$ cat config.mk
export PLATFORM = sky130hd
export DESIGN_NAME = demux_router
export DESIGN_NICKNAME = d
export VERILOG_FILES = /design/src/rtl/demux_pkg.sv /design/src/rtl/sync_fifo.sv /design/src/rtl/demux_router.sv
export SDC_FILE = /design/constraint.sdc
export NUM_CORES = 1
export LEC_CHECK = 0
export ABC_AREA = 1
export ABC_CLOCK_PERIOD_IN_PS = 1800
export CAP_MARGIN = 20
export CELL_PAD_IN_SITES_DETAIL_PLACEMENT = 0
export CELL_PAD_IN_SITES_GLOBAL_PLACEMENT = 2
export CORE_MARGIN = 8
export CORE_UTILIZATION = 34
export DETAILED_ROUTE_END_ITERATION = 10
export GPL_TIMING_DRIVEN = 0
export PLACE_DENSITY = 0.79
export SKIP_LAST_GASP = 1
export SLEW_MARGIN = 20
export SYNTH_ARGS = -nofsm -noshare
export SYNTH_HDL_FRONTEND = slang
export SYNTH_SLANG_ARGS = --single-unit
$ cat constraint.sdc
create_clock -name clk -period 1.8 [get_ports clk]
set_clock_uncertainty 0.1 [all_clocks]
set_input_delay 0.18 -clock clk [delete_from_list [all_inputs] [get_ports clk]]
set_output_delay 0.18 -clock clk [all_outputs]
set_load 0.1 [all_outputs]
$ cat src/rtl/demux_pkg.sv
// ============================================================================
// Module   : demux_pkg
// Brief    : Shared widths, select encoding and data type for demux_router.
// Revision : 1.0
// ============================================================================
`default_nettype none

package demux_pkg;

    localparam int DATA_W = 8;
    localparam int CNT_W  = 16;

    localparam logic SEL_A = 1'b1;
    localparam logic SEL_B = 1'b0;

    typedef logic [DATA_W-1:0] data_t;
    typedef logic [CNT_W-1:0]  cnt_t;

endpackage

`default_nettype wire

$ cat src/rtl/sync_fifo.sv
// ============================================================================
// Module   : sync_fifo
// Brief    : Single-clock FIFO with extra-bit pointers; head byte reads 0 when empty.
// Revision : 1.0
// ============================================================================
`default_nettype none

module sync_fifo #(
    parameter int DEPTH  = 4,
    parameter int DATA_W = 8
) (
    input  logic              clk,
    input  logic              rst_n,
    input  logic              push,
    input  logic [DATA_W-1:0] push_data,
    input  logic              pop,
    output logic [DATA_W-1:0] pop_data,
    output logic              full,
    output logic              empty
);

    localparam int          AW      = $clog2(DEPTH);
    localparam logic [AW:0] PTR_ONE = {{AW{1'b0}}, 1'b1};

    logic [AW:0]       wr_ptr_q, wr_ptr_d;
    logic [AW:0]       rd_ptr_q, rd_ptr_d;
    logic [DATA_W-1:0] mem_q [DEPTH];
    logic [DATA_W-1:0] mem_d [DEPTH];

    // Same index with differing wrap bits means the writer is a full lap ahead.
    assign empty    = (wr_ptr_q == rd_ptr_q);
    assign full     = (wr_ptr_q[AW] != rd_ptr_q[AW]) &&
                      (wr_ptr_q[AW-1:0] == rd_ptr_q[AW-1:0]);
    assign pop_data = empty ? '0 : mem_q[rd_ptr_q[AW-1:0]];

    always_comb begin
        mem_d    = mem_q;
        wr_ptr_d = wr_ptr_q;
        rd_ptr_d = rd_ptr_q;
        if (push && !full) begin
            mem_d[wr_ptr_q[AW-1:0]] = push_data;
            wr_ptr_d                = wr_ptr_q + PTR_ONE;
        end
        if (pop && !empty) begin
            rd_ptr_d = rd_ptr_q + PTR_ONE;
        end
    end

    always_ff @(posedge clk or negedge rst_n) begin
        if (!rst_n) begin
            wr_ptr_q <= '0;
            rd_ptr_q <= '0;
            for (int i = 0; i < DEPTH; i++) begin
                mem_q[i] <= '0;
            end
        end else begin
            wr_ptr_q <= wr_ptr_d;
            rd_ptr_q <= rd_ptr_d;
            mem_q    <= mem_d;
        end
    end

endmodule

`default_nettype wire

$ cat src/rtl/demux_router.sv
// ============================================================================
// Module   : demux_router
// Brief    : Routes input bytes into one of two per-port FIFOs by in_sel.
//            Define DEMUX_CNT_EN to add per-port delivered-byte counters.
// Revision : 1.0
// ============================================================================
`default_nettype none

module demux_router
    import demux_pkg::*;
#(
    parameter int DEPTH = 4
) (
    input  logic              clk,
    input  logic              rst_n,
    input  logic [DATA_W-1:0] in_data,
    input  logic              in_sel,
    input  logic              in_valid,
    output logic              in_ready,
    output logic [DATA_W-1:0] a_data,
    output logic              a_valid,
    input  logic              a_ready,
    output logic [DATA_W-1:0] b_data,
    output logic              b_valid,
`ifdef DEMUX_CNT_EN
    input  logic              b_ready,
    output logic [CNT_W-1:0]  a_count,
    output logic [CNT_W-1:0]  b_count
`else
    input  logic              b_ready
`endif
);

    logic a_full, a_empty, b_full, b_empty;
    logic push_a, push_b, pop_a, pop_b;
    logic accept;

    // Readiness looks only at fullness so it never depends on a same-cycle pop.
    always_comb begin
        in_ready = (in_sel == SEL_A) ? !a_full : !b_full;
        accept   = in_valid && in_ready;
        push_a   = accept && (in_sel == SEL_A);
        push_b   = accept && (in_sel == SEL_B);
        a_valid  = !a_empty;
        b_valid  = !b_empty;
        pop_a    = a_valid && a_ready;
        pop_b    = b_valid && b_ready;
    end

    sync_fifo #(
        .DEPTH  (DEPTH),
        .DATA_W (DATA_W)
    ) u_fifo_a (
        .clk       (clk),
        .rst_n     (rst_n),
        .push      (push_a),
        .push_data (in_data),
        .pop       (pop_a),
        .pop_data  (a_data),
        .full      (a_full),
        .empty     (a_empty)
    );

    sync_fifo #(
        .DEPTH  (DEPTH),
        .DATA_W (DATA_W)
    ) u_fifo_b (
        .clk       (clk),
        .rst_n     (rst_n),
        .push      (push_b),
        .push_data (in_data),
        .pop       (pop_b),
        .pop_data  (b_data),
        .full      (b_full),
        .empty     (b_empty)
    );

`ifdef DEMUX_CNT_EN
    cnt_t a_count_q, a_count_d;
    cnt_t b_count_q, b_count_d;

    always_comb begin
        a_count_d = a_count_q;
        b_count_d = b_count_q;
        if (pop_a) a_count_d = a_count_q + cnt_t'(1);
        if (pop_b) b_count_d = b_count_q + cnt_t'(1);
    end

    always_ff @(posedge clk or negedge rst_n) begin
        if (!rst_n) begin
            a_count_q <= '0;
            b_count_q <= '0;
        end else begin
            a_count_q <= a_count_d;
            b_count_q <= b_count_d;
        end
    end

    assign a_count = a_count_q;
    assign b_count = b_count_q;
`endif

endmodule

`default_nettype wire

==> results.cfg <==
[clock_network]
cts_sinks = 76
cts-buffers-inserted = 9
clockRootBuffer = clkbuf_16
clk_pin_slew_ns = 0.06
clk_latency_ns = 0.34
clock_path_buffers = 2
cts_tree = yes
htree_levels = 3

[detailed_routing]
viasPerCell = 4.76
drc = 0
num_vias = 3401
dr.first_iter.drc_count = 201
drtPass1Iterations = 4
postRouteAntennaNets = 0
drt_wl_total_um = 11900
wl_per_cell_um = 16.7

[layout]
final_cell_area_sq_um = 5570
num_antenna_cells = 0
area_growth_pct = 41.5
fin_nets = 590
layout-drive-gt1-share_pct = 31.0
final.fill_count = 1091

[worst_setup_path]
crit_path_start_kind = flip-flop
critPathArrivalTime_ns = 1.79
crit_family = buffers and inverters
end_kind = output pin
cpMaxStageDelayCell = dfrtp_1
slowest_delay_ns = 0.36
path_cells = buf_6, clkinvlp_4, buf_6, o21ai_1, o22ai_1, nand2_2, clkinvlp_4, buf_12
worstPathRequired_ns = 1.52
critPathBufInv = 5
cp_max_fo = 6
critPathKind = flip-flop to output pin

[timing]
slew_violations = 0
finalCritPeriodShare_pct = 115
final-hold-violation-count = 0
relSlewSlack_pct = 71.3
tightestPinTransition_ns = 0.431
setup_violations = 35
max_freq_mhz = 484
final.min_clock_period_ns = 2.07
setup_ws_ns = -0.265
rsz0062_at_grt = yes

[synth]
yosysMostFrequentCell = nand2_1
synth.distinct_cells = 23
synth_edf_count = 0
synth_top_area_cell = dfrtp_1
ys_ff_latch = 76
syn_nets = 520
async_flop_share_pct = 100
synthTopCellsByArea = dfrtp_1 (48%), nand2_1 (22%), o21ai_0 (4.6%), inv_1 (3.5%), nor2_1 (3.2%)
syn_area_sq_um = 3940
avgSynthCellArea_sq_um = 7.94
synth_ff_type = dfrtp_1
synth_cells = 496
synth-seq-area-share_pct = 48.3
ys_top_cells_by_count = nand2_1 (230), dfrtp_1 (76), inv_1 (37), o21ai_0 (36), nor2_1 (34)
ys_warn_count = 0
synth_top_area_share_pct = 48.3

[floorplanning]
die_h_um = 124
start_util_pct = 34.6
ioPinCount = 33
placementRows = 39
core_area_sq_um = 11400
die_x_um = 124
dieArea_sq_um = 15300

[placed_design]
place.gp.congestion = 0.770
io_buffers = 22
post-place-ws_ns = -1.11
placed_area_sq_um = 4480
place_hpwl_um = 7280

[global_routing]
overflow = 0
grt_use_total_pct = 16.2
grt_pass1_vias = 3419
grt_first_pass_wirelength_um = 18700
antenna_found_initial = 0
grt_max_degree = 54

[job]
maxCapViolCount = 0

[status]
violations = negative setup slack
status = finished with violations

[min_path]
hold_path.class = input port to flip-flop
cells by family after synthesis:
group	count (synthesis)	share of synthesized area (%)
and+or+nand+nor	291	32.8
DFF	76	48.3
buffers and inverters	57	6.26
AOI/OAI and AO/OA	54	7.37
adders and majority gates	10	3.18
xor gates and xnor gates	8	2.16
registers in the layout, summed over array words and instances (netlist names):
register           count
u_fifo_b.mem_q        32
u_fifo_b.wr_ptr_q      3
u_fifo_a.wr_ptr_q      3
u_fifo_a.rd_ptr_q      3
u_fifo_a.mem_q        32
u_fifo_b.rd_ptr_q      3
through the flow:
stage	hold slack [ns]	utilization [%]	setup TNS (ns)	cells
finish	0.0578	49.0	-4.52	714
global route	0.0646	49.0	-11.00	714
CTS	0.0335	46.8	-3.88	705
detailed placement	0.0286	39.4	-18.67	662
global placement	0.356	39.2	-210.17	661
floorplan	-0.216	-	-2.78	496
path summary, 6_finish.rpt:
kind                                 startpoint            endpoint  slack (ns)  cells past startpoint
setup / recovery           u_fifo_b.rd_ptr_q[0]           b_data[1]       -0.27                      8
hold / removal                       in_data[6]  u_fifo_a.mem_q[22]        0.06                      3
setup reg to reg           u_fifo_a.rd_ptr_q[0]   u_fifo_a.mem_q[7]       -0.06                      9
hold reg to reg              u_fifo_a.mem_q[15]  u_fifo_a.mem_q[15]        0.38                      2
max in group asynchronous                 rst_n   u_fifo_b.mem_q[3]        0.79                      3
min in group asynchronous                 rst_n   u_fifo_a.mem_q[7]        0.21                      2
worst min-delay path, cell delays in order:
cell and delay, ns:
buf_2 0.16, nand2_1 0.08, nand2_1 0.04
repair_timing:
action / CTS / global route
endpoints found under the setup margin: 36 / 70
endpoints found under the hold margin: 23 / 0
pin swaps: 17 / 28
cloned: 4 / 2
gates resized for setup: 206 / 58
buffers inserted: 22 / 7
hold buffers: 1 / 0
final cells by class:
class                   count  area [sq um]  area share (%)
multi-input cells         367          2080            37.3
flip-flops and latches     76          1900            34.1
repair buffers             55           756            13.6
clock buffers              10           229            4.11
inverters                  39           196            3.53
well taps                 143           179            3.21
plain buffers              18           143            2.56
clock inverters             6          88.8            1.59
layer usage:
layer	track usage (%)	routed length, um	vias up
met5	0	0	-
met4	7.07	264	0
met3	3.22	384	17
met2	27.5	6060	50
met1	19.6	5230	1636
li1	-	-	1698
placed cells by master, fill, tap and decap left out, types with 2 or more instances in the layout:
| cell | n |
|---|---|
| nor2_2 | 7 |
| dfrtp_1 | 76 |
| nand2_1 | 202 |
| nand4_1 | 8 |
| xnor2_4 | 2 |
| bufinv_16 | 2 |
| xnor2_1 | 2 |
| clkinvlp_4 | 12 |
| nand2_4 | 3 |
| o22ai_2 | 6 |
| inv_1 | 21 |
| nor2_4 | 9 |
| buf_8 | 2 |
| ha_1 | 10 |
| buf_6 | 11 |
| nand3b_4 | 4 |
| o21ai_1 | 11 |
| clkbuf_16 | 10 |
| o21ai_0 | 19 |
| buf_4 | 22 |
| clkdlybuf4s50_1 | 2 |
| a21oi_1 | 2 |
| inv_2 | 6 |
| o22ai_1 | 10 |
| xor2_1 | 4 |
| nor2_8 | 4 |
| clkbuf_1 | 2 |
| buf_12 | 22 |
| nand3_4 | 4 |
| nor2_1 | 24 |
| o21ai_2 | 6 |
| buf_2 | 9 |
| nand2_2 | 30 |
Power is left out: the tool's default activity adds up to more than one toggle a clock period on the data nets, which glitch-free logic cannot reach.
